==> config.mk <==
export PLATFORM = sky130hd
export DESIGN_NAME = sgdh_switch_conditioner
export DESIGN_NICKNAME = d
export VERILOG_FILES = /design/src/rtl/sgdh_switch_conditioner_pkg.sv /design/src/rtl/sgdh_sync_2ff.sv /design/src/rtl/sgdh_switch_conditioner.sv
export SDC_FILE = /design/constraint.sdc
export NUM_CORES = 1
export LEC_CHECK = 0
export ABC_CLOCK_PERIOD_IN_PS = 1900
export CORE_ASPECT_RATIO = 0.7
export CORE_MARGIN = 4
export CORE_UTILIZATION = 50
export CTS_CLUSTER_SIZE = 10
export DETAILED_ROUTE_END_ITERATION = 10
export PLACE_DENSITY = 0.64
export SKIP_CTS_REPAIR_TIMING = 1
export SLEW_MARGIN = 10
export SYNTH_ARGS = -nofsm -noshare
export SYNTH_HDL_FRONTEND = slang
export SYNTH_HIERARCHICAL = 1
export SYNTH_SLANG_ARGS = --single-unit
==> constraint.sdc <==
create_clock -name clk -period 1.9 [get_ports clk]
set_input_delay 0.38 -clock clk [delete_from_list [all_inputs] [get_ports clk]]
set_output_delay 0.38 -clock clk [all_outputs]
set_load 0.005 [all_outputs]
==> src/rtl/sgdh_switch_conditioner_pkg.sv <==
// Shared encodings and helpers for the switch conditioner and its neighbours.
package sgdh_switch_conditioner_pkg;

  typedef enum logic [1:0] {
    S_REL   = 2'd0,
    S_CHK_P = 2'd1,
    S_PRS   = 2'd2,
    S_CHK_R = 2'd3
  } state_t;

  localparam int MODE_TOGGLE = 0;
  localparam int MODE_LEVEL  = 1;
  localparam int CLK_FREQ_HZ = 125000000;

  // Counter only has to reach n-1, so $clog2(n) bits suffice (min 1).
  function automatic int cnt_width(input int n);
    return (n <= 2) ? 1 : $clog2(n);
  endfunction

endpackage

==> src/rtl/sgdh_sync_2ff.sv <==
// Two-flop synchronizer for one asynchronous board input; clears to 0 on reset.
module sgdh_sync_2ff (
  input  logic clk,
  input  logic rst_n,
  input  logic d,
  output logic q
);

  logic s1;

  always_ff @(posedge clk) begin
    if (!rst_n) begin
      s1 <= 1'b0;
      q  <= 1'b0;
    end else begin
      s1 <= d;
      q  <= s1;
    end
  end

endmodule

==> src/rtl/sgdh_switch_conditioner.sv <==
// Raw button -> synchronizer -> debounce FSM -> toggle/level enable plus press strobe.
module sgdh_switch_conditioner
  import sgdh_switch_conditioner_pkg::*;
#(
  parameter int DEBOUNCE_CYCLES = 1250000,
  parameter int MODE            = 0,
  parameter bit INIT_EN         = 1'b0
) (
  input  logic clk,
  input  logic areset,
  input  logic btn_raw,
  output logic switch_en,
  output logic press_pulse,
  output logic btn_stable
);

  localparam int              CNT_W   = cnt_width(DEBOUNCE_CYCLES);
  localparam logic [CNT_W-1:0] CNT_MAX = CNT_W'(DEBOUNCE_CYCLES - 1);

  logic             s2;
  state_t           state_q, state_d;
  logic [CNT_W-1:0] cnt_q, cnt_d;
  logic             pulse_d, stable_d, en_d;

  sgdh_sync_2ff u_sync (
    .clk   (clk),
    .rst_n (areset),
    .d     (btn_raw),
    .q     (s2)
  );

  always_ff @(posedge clk) begin
    if (!areset) begin
      state_q     <= S_REL;
      cnt_q       <= '0;
      press_pulse <= 1'b0;
      btn_stable  <= 1'b0;
      switch_en   <= INIT_EN;
    end else begin
      state_q     <= state_d;
      cnt_q       <= cnt_d;
      press_pulse <= pulse_d;
      btn_stable  <= stable_d;
      switch_en   <= en_d;
    end
  end

  // Counter only increments below CNT_MAX, so it can never wrap.
  always_comb begin
    state_d  = state_q;
    cnt_d    = cnt_q;
    pulse_d  = 1'b0;
    stable_d = btn_stable;
    en_d     = switch_en;
    case (state_q)
      S_REL: begin
        if (s2) begin
          state_d = S_CHK_P;
          cnt_d   = '0;
        end
      end
      S_CHK_P: begin
        if (!s2) begin
          state_d = S_REL;
          cnt_d   = '0;
        end else if (cnt_q == CNT_MAX) begin
          state_d  = S_PRS;
          stable_d = 1'b1;
          pulse_d  = 1'b1;
          en_d     = (MODE == MODE_LEVEL) ? 1'b1 : ~switch_en;
        end else begin
          cnt_d = cnt_q + 1'b1;
        end
      end
      S_PRS: begin
        if (!s2) begin
          state_d = S_CHK_R;
          cnt_d   = '0;
        end
      end
      S_CHK_R: begin
        if (s2) begin
          state_d = S_PRS;
          cnt_d   = '0;
        end else if (cnt_q == CNT_MAX) begin
          state_d  = S_REL;
          stable_d = 1'b0;
          if (MODE == MODE_LEVEL) en_d = 1'b0;
        end else begin
          cnt_d = cnt_q + 1'b1;
        end
      end
      default: begin
        state_d = S_REL;
        cnt_d   = '0;
      end
    endcase
  end

endmodule

==> results of run 1 <==
-- logic make-up after synthesis --
| group | Yosys count |
|---|---|
| compound gates | 36 |
| xor+xnor | 8 |
| fa+ha+maj | 1 |
| buf+inv | 16 |
| flops | 28 |
| mux | 1 |
| simple gates | 101 |
-- Yosys cell counts, drive strengths merged (2+ instances only) --
library cell / count / area [sq um]
xor2: 2 / 25.0
and4: 4 / 35.0
o21ai: 9 / 45.0
nand4: 16 / 106
dfxtp: 28 / 561
a31oi: 3 / 18.8
or3: 5 / 31.3
nand2: 16 / 60.1
o31ai: 4 / 30.0
and2: 5 / 31.3
nand2b: 3 / 18.8
xnor2: 5 / 43.8
inv: 4 / 15.0
or4: 8 / 63.8
a21oi: 11 / 55.1
nor2: 10 / 37.5
nor3: 5 / 25.0
o211ai: 3 / 22.5
nor4b: 5 / 43.8
nand3: 13 / 65.1
nor4: 7 / 43.8
buf: 5 / 25.0
clkbuf: 7 / 27.5
and3: 3 / 18.8
-- critical path: cells and delay by family, from the launching register on --
kind	cells	cell delay (ns)
compound gates	1	0.14
simple gates	3	1.18
flops	1	0.41
-- area by class of cell --
cell class,instances,area share (%)
Clock buffer,3,2.30
Multi-Input combinational cell,147,52.1
Inverter,4,0.837
Sequential cell,28,31.5
Tap cell,36,2.51
Timing Repair Buffer,24,10.7
-- metal layers --
metal	track usage (%)	part of all wire (%)	wire, microns	up-vias
met4	4.44	0.32	13	0
met1	31.8	50	2040	724
met5	0	0	0	-
met2	32.4	40	1630	73
met3	6.61	9.4	380	2
li1	-	-	-	762
-- power breakdown --
part           total (W)  leakage (nW)  internal [W]  switching, W
registers       0.000596         0.228      0.000591    0.00000436
clock network   0.000323        0.0216      0.000143      0.000181
logic          0.0000596         0.312     0.0000240     0.0000356
-- worst min-delay path by stage --
stage	startpoint	endpoint	slack [ns]	cells past startpoint
floorplan	u_sync/s1	u_sync/q	0.41	1
global placement	u_sync/s1	u_sync/q	0.41	1
detailed placement	u_sync/s1	u_sync/q	0.42	1
CTS	u_sync/s1	u_sync/q	0.44	1
global route	u_sync/s1	u_sync/q	0.46	1
finish	u_sync/s1	u_sync/q	0.44	1
-- state kept, by name, indices dropped and copies added (netlist names), named ones only --
signal	cells
cnt_q	21
switch_en	1
u_sync/s1	1
state_q	1
u_sync/q	1
press_pulse	1
btn_stable	1
-- placed cells by master (no fill, tap or decap) --
cell             count
dfxtp_1             24
buf_4               19
nand2_1             16
nand4_1             15
nand3_1             13
a21oi_1             11
nor2_1              10
o21ai_0              9
nor4_1               7
or4_1                7
xnor2_1              5
nor4b_1              5
and2_1               5
nor3_1               5
or3_1                5
clkdlybuf4s50_1      5
inv_1                4
and4_1               4
o31ai_1              4
dfxtp_2              4
a31oi_1              3
nand2b_1             3
o211ai_1             3
and3_1               3
clkbuf_8             3
nand4_2              1
xnor3_1              1
nand3b_1             1
a211o_1              1
xor2_2               1
a2111o_1             1
mux2i_1              1
o2111a_1             1
o31a_1               1
a31o_2               1
or4_4                1
xor2_1               1
a2111oi_0            1
ha_2                 1
-- stage by stage --
stage	hold slack, ns	util, %	cells	worst slack [ns]
floorplan	0.406	-	191	0.202
global placement	0.412	60.2	238	0.114
detailed placement	0.416	60.2	238	0.0580
CTS	0.440	61.7	241	0.0278
global route	0.464	62.2	242	0.00357
finish	0.435	62.2	242	0.110
==> summary.txt, run 1 <==
register area: 566 sq um
largest family of logic cells by synthesized area: simple AND/OR/NAND/NOR gates
Tcrit/Tclk final: 94.2%
vias: 1561
global-route wire length before repair: 6800 microns
full die area: 4090 sq um
port bufs: 5
Avg Synthesized Cell Area: 8.16 sq um
clk root buf: clkbuf_8
Remaining DRCs: 0
Worst setup startpoint: cnt_q[6]
Initial DRT Pass Iterations: 4
Die W: 74.7 microns
Ports: 6
area grow syn2layout: 15.0%
Seq/Total Area, Yosys: 36.0%
Synth Instances: 191
Cell Area, Synth: 1560 sq um
Critical Path Slowest Stage Cell: or4_1
Design Power: 0.000978 W
EDFF count, synth: 0
FF-to-FF Start: cnt_q[6]
Net Count, Synth: 195
post-synthesis mux area share: 0.642%
Pwr Density: 546 nW/um^2
Clk Latency, worst-skew pair: 0.27 ns
filler cell count: 266
Max Buffers Root-to-Sink: 2
critical path arrival: 2.00 ns
fraction of layout cells with a size suffix above 1: 15.0%
vias per cell: 6.45
cell chain of the critical path: nand2_1 > or4_1 > or3_1 > a21oi_1
Rows: 16
Hold Path Class: flop to flop
static leakage power: 0.562 nW
grt ovf: 0
Final Critical Period: 1.79 ns
routed length per instance: 16.8 microns
Yosys cell types: 38
Max IR drop VDD: 0.488 mV
final slew viol count: 0
# setup viols final: 0
crit path capture: cnt_q[13]
post-route cell area: 1790 sq um
post-synthesis simple-gate area fraction: 37.7%
worst r2r dst: cnt_q[13]
GR Util All Layers: 22.1%
Compound-Gate Fraction of Synth Area: 14.7%
Final Hold Vio Count: 0
peak fanout along the critical path: 6
CTS H-tree depth: 1
post-synthesis register bit count: 28
final setup TNS: 0 ns
Routed WL: 4060 microns
Total Nets Final: 212
HPWL Detailed: 3060 microns
Final GP Congestion: 0.927
f_max: 559 MHz
adder-cell share of the synthesized area: 0.803%
slowest stage delay, CP: 0.66 ns
RSZ-0062 raised after global routing: false
pin count of the biggest net entering global routing: 18
Worst Path Required: 2.11 ns
XOR/XNOR Fraction of Synth Area: 5.86%
Worst Setup Start Kind: flop
number of synthesis warnings: 6
Worst setup EP type: flop
Final ANT Viol Nets: 0
r2r setup slk: 0.11 ns
antenna cells: 0
Max Cap Viol: 0
Worst R2R Path Depth: 4
Starting DRT DRC Count: 204
Rel. slew slack: 66.5%
core box area: 2880 sq um
die height: 54.7 microns
share of synthesized registers carrying an async set or reset: 0%
Sinks on Clock Net: 28
CTS tree: yes
Num CTS Buffers: 3
Crit Path Category: flop to flop
Cell Area, Placed: 1740 sq um
worst slew pin tran: 0.499 ns
Final Skew: 0.00692 ns
top_reg_cell synth: dfxtp_1
initial antenna violation count: 0
outcome: finished, final reports clean
area of the multi-input gates: 933 sq um
Clk pin slew, worst setup/hold paths: 0.09 ns
Starting Density: 54.1%
vias in the first global route: 1417
Note: power is estimated with default switching activity, not from simulation.
==> inputs of run 2 (changes only) <==
- ABC_CLOCK_PERIOD_IN_PS: 1900 -> 1700
- CORE_UTILIZATION: 50 -> 34
- PLACE_DENSITY: 0.64 -> 0.47
- clock period: 1.9 -> 1.7 ns (I/O delays scaled with it)
==> run 2 against run 1 <==
Worst setup slack got worse by 0.088 ns; fmax rose by 6.6%; register-to-register slack got worse by 0.09 ns; combinational power rose by 31%; clock skew rose by 0.011 ns; worst hold slack improved by 0.0090 ns; first-iteration DRC count fell by 55%; sequential cell count did not move; critical endpoint is now cnt_q[19]; largest cell class unchanged; highest routed layer unchanged.
==> summary.txt, run 2 (synthesis gave the netlist of run 1 again) <==
final instance count without filler cells: 284 (+17%)
peak fanout along the critical path: 3 (-3)
CTS H-tree depth: 1 (unchanged)
Reg with most FFs: cnt_q
vias per cell: 5.74 (-11%)
Clk pin slew, worst setup/hold paths: 0.11 ns (+0.02 ns)
GR Util All Layers: 16.2% (-5.8 points)
full die area: 5750 sq um (+41%)
# setup viols final: 0 (unchanged)
Critical Path Slowest Stage Cell: or4_4
global-route wire length before repair: 7310 microns (+7.5%)
Crit Path Category: flop to flop
Worst setup EP type: flop
Max Cap Viol: 0 (unchanged)
Worst R2R Path Depth: 5 (+1)
Initial DRT Pass Iterations: 4 (unchanged)
Clk pwr share: 42.0% (+8.9 points)
Remaining DRCs: 0 (unchanged)
Tcrit/Tclk final: 98.7% (+4.5 points)
Design Power: 0.00127 W (+30%)
P_sw: 0.000266 W (+20%)
Sequential Power Share: 51.9% (-9.0 points)
Starting Density: 35.6% (-18 points)
Num CTS Buffers: 3 (unchanged)
Max IR drop VDD: 0.350 mV (-28%)
area grow syn2layout: 38.4%
Worst Path Required: 1.91 ns (-0.20 ns)
f_max: 596 MHz (+6.6%)
worst slew pin tran: 0.387 ns (-0.111 ns)
routed length per instance: 16.1 microns (-3.7%)
Starting DRT DRC Count: 91 (-55%)
CP Buf/Inv Count: 1 (+1)
CTS tree: yes
initial antenna violation count: 0 (unchanged)
CP delay by family, top: simple AND/OR/NAND/NOR gates
RSZ-0062 raised after global routing: true
core box area: 4380 sq um (+52%)
most common cell after layout, fill and taps aside: buf_4
Rel. slew slack: 73.5% (+7.0 points)
Comb pwr share: 6.1% (about the same)
fraction of layout cells with a size suffix above 1: 34.9% (+20 points)
Worst Setup Slack, final: 0.0217 ns (-0.0885 ns)
Sinks on Clock Net: 28 (unchanged)
Worst Setup Start Kind: flop
Final Critical Period: 1.68 ns (-0.112 ns)
pin count of the biggest net entering global routing: 18 (unchanged)
filler cell count: 437 (+64%)
critical path depth: 5 (+1)
Rows: 20 (+4)
register area: 588 sq um (+4.0%)
vias in the first global route: 1519 (+7.2%)
outcome: finished, final reports clean
Final Skew: 0.0176 ns (+0.0107 ns)
internal power: 0.00101 W (+33%)
Inst Count DP: 278 (+17%)
Max Buffers Root-to-Sink: 2 (unchanged)
Final ANT Viol Nets: 0 (unchanged)
Final Util: 49.3% (-13 points)
slowest stage delay, CP: 0.51 ns (-0.15 ns)
Pwr Density: 589 nW/um^2 (+8.0%)
Ports: 6 (unchanged)
area of the multi-input gates: 1040 sq um (+11%)
HPWL Detailed: 3440 microns (+12%)
Hold Path Class: flop to flop
Total Nets Final: 234 (+10%)
static leakage power: 0.733 nW (+30%)
critical path arrival: 1.89 ns (-0.11 ns)
die height: 64.7 microns (+18%)
commonest non-fill, non-tap cells in the layout: buf_4, nand4_1, nand2_1, dfxtp_1, nand3_1
Die W: 88.9 microns (+19%)
Routed WL: 4590 microns (+13%)
grt ovf: 0 (unchanged)
Clk Latency, worst-skew pair: 0.28 ns (about the same)
port bufs: 5 (unchanged)
max reg flops: 21 (unchanged)
most frequent CP cell: or4_4
clk root buf: clkbuf_8
sw frac: 20.9% (-1.7 points)
vias: 1629 (+4.4%)
WHS Path Cells: 1 (unchanged)
final slew viol count: 0 (unchanged)
worst slack, placed: -0.136 ns (-0.194 ns)
Final GP Congestion: 0.843 (-9.1%)
cell chain of the critical path: buf_6 > nand2_2 > or4_4 > or4_4 > a21oi_2
antenna cells: 0 (unchanged)
Final Hold Vio Count: 0 (unchanged)
[run 2: worst paths after layout]
check / startpoint / endpoint / slack [ns]
min reg2reg: u_sync/s1 / u_sync/q / 0.44
min: u_sync/s1 / u_sync/q / 0.44
max reg2reg: cnt_q[10] / cnt_q[19] / 0.02
max: cnt_q[10] / cnt_q[19] / 0.02
[run 2: layout make-up]
type / instances / area share, %
inverter: 4 / 0.696
timing repair buffer: 46 / 17.5
clock buffer: 3 / 1.91
clock inverter: 1 / 1.39
tap: 55 / 3.19
multi-input combinational: 147 / 48.1
sequential: 28 / 27.2
[run 2: per-stage QoR]
stage / instance area (sq um) / hold slack [ns] / TNS, ns
6_report: 2160 / 0.444 / 0
3_5_place_dp: 1930 / 0.412 / -0.854
3_3_place_gp: 1930 / 0.410 / -0.272
4_1_cts: 2000 / 0.445 / -1.39
2_1_floorplan: 1560 / 0.406 / 0
5_1_grt: 2160 / 0.491 / -0.169
[run 2: per-layer routing]
metal	part of all wire (%)	track usage (%)
met5	0	0
met4	0.83	2.60
met3	4.1	3.43
met2	43	24.4
met1	52	24.0
[run 2: power by group through the flow]
stage,sequential [W],combinational (W),clock (W)
floorplan,0.000679,0.0000367,0
global placement,0.000680,0.0000762,0
detailed placement,0.000681,0.0000768,0
CTS,0.000666,0.0000772,0.000551
global route,0.000661,0.0000853,0.000569
finish,0.000660,0.0000779,0.000534
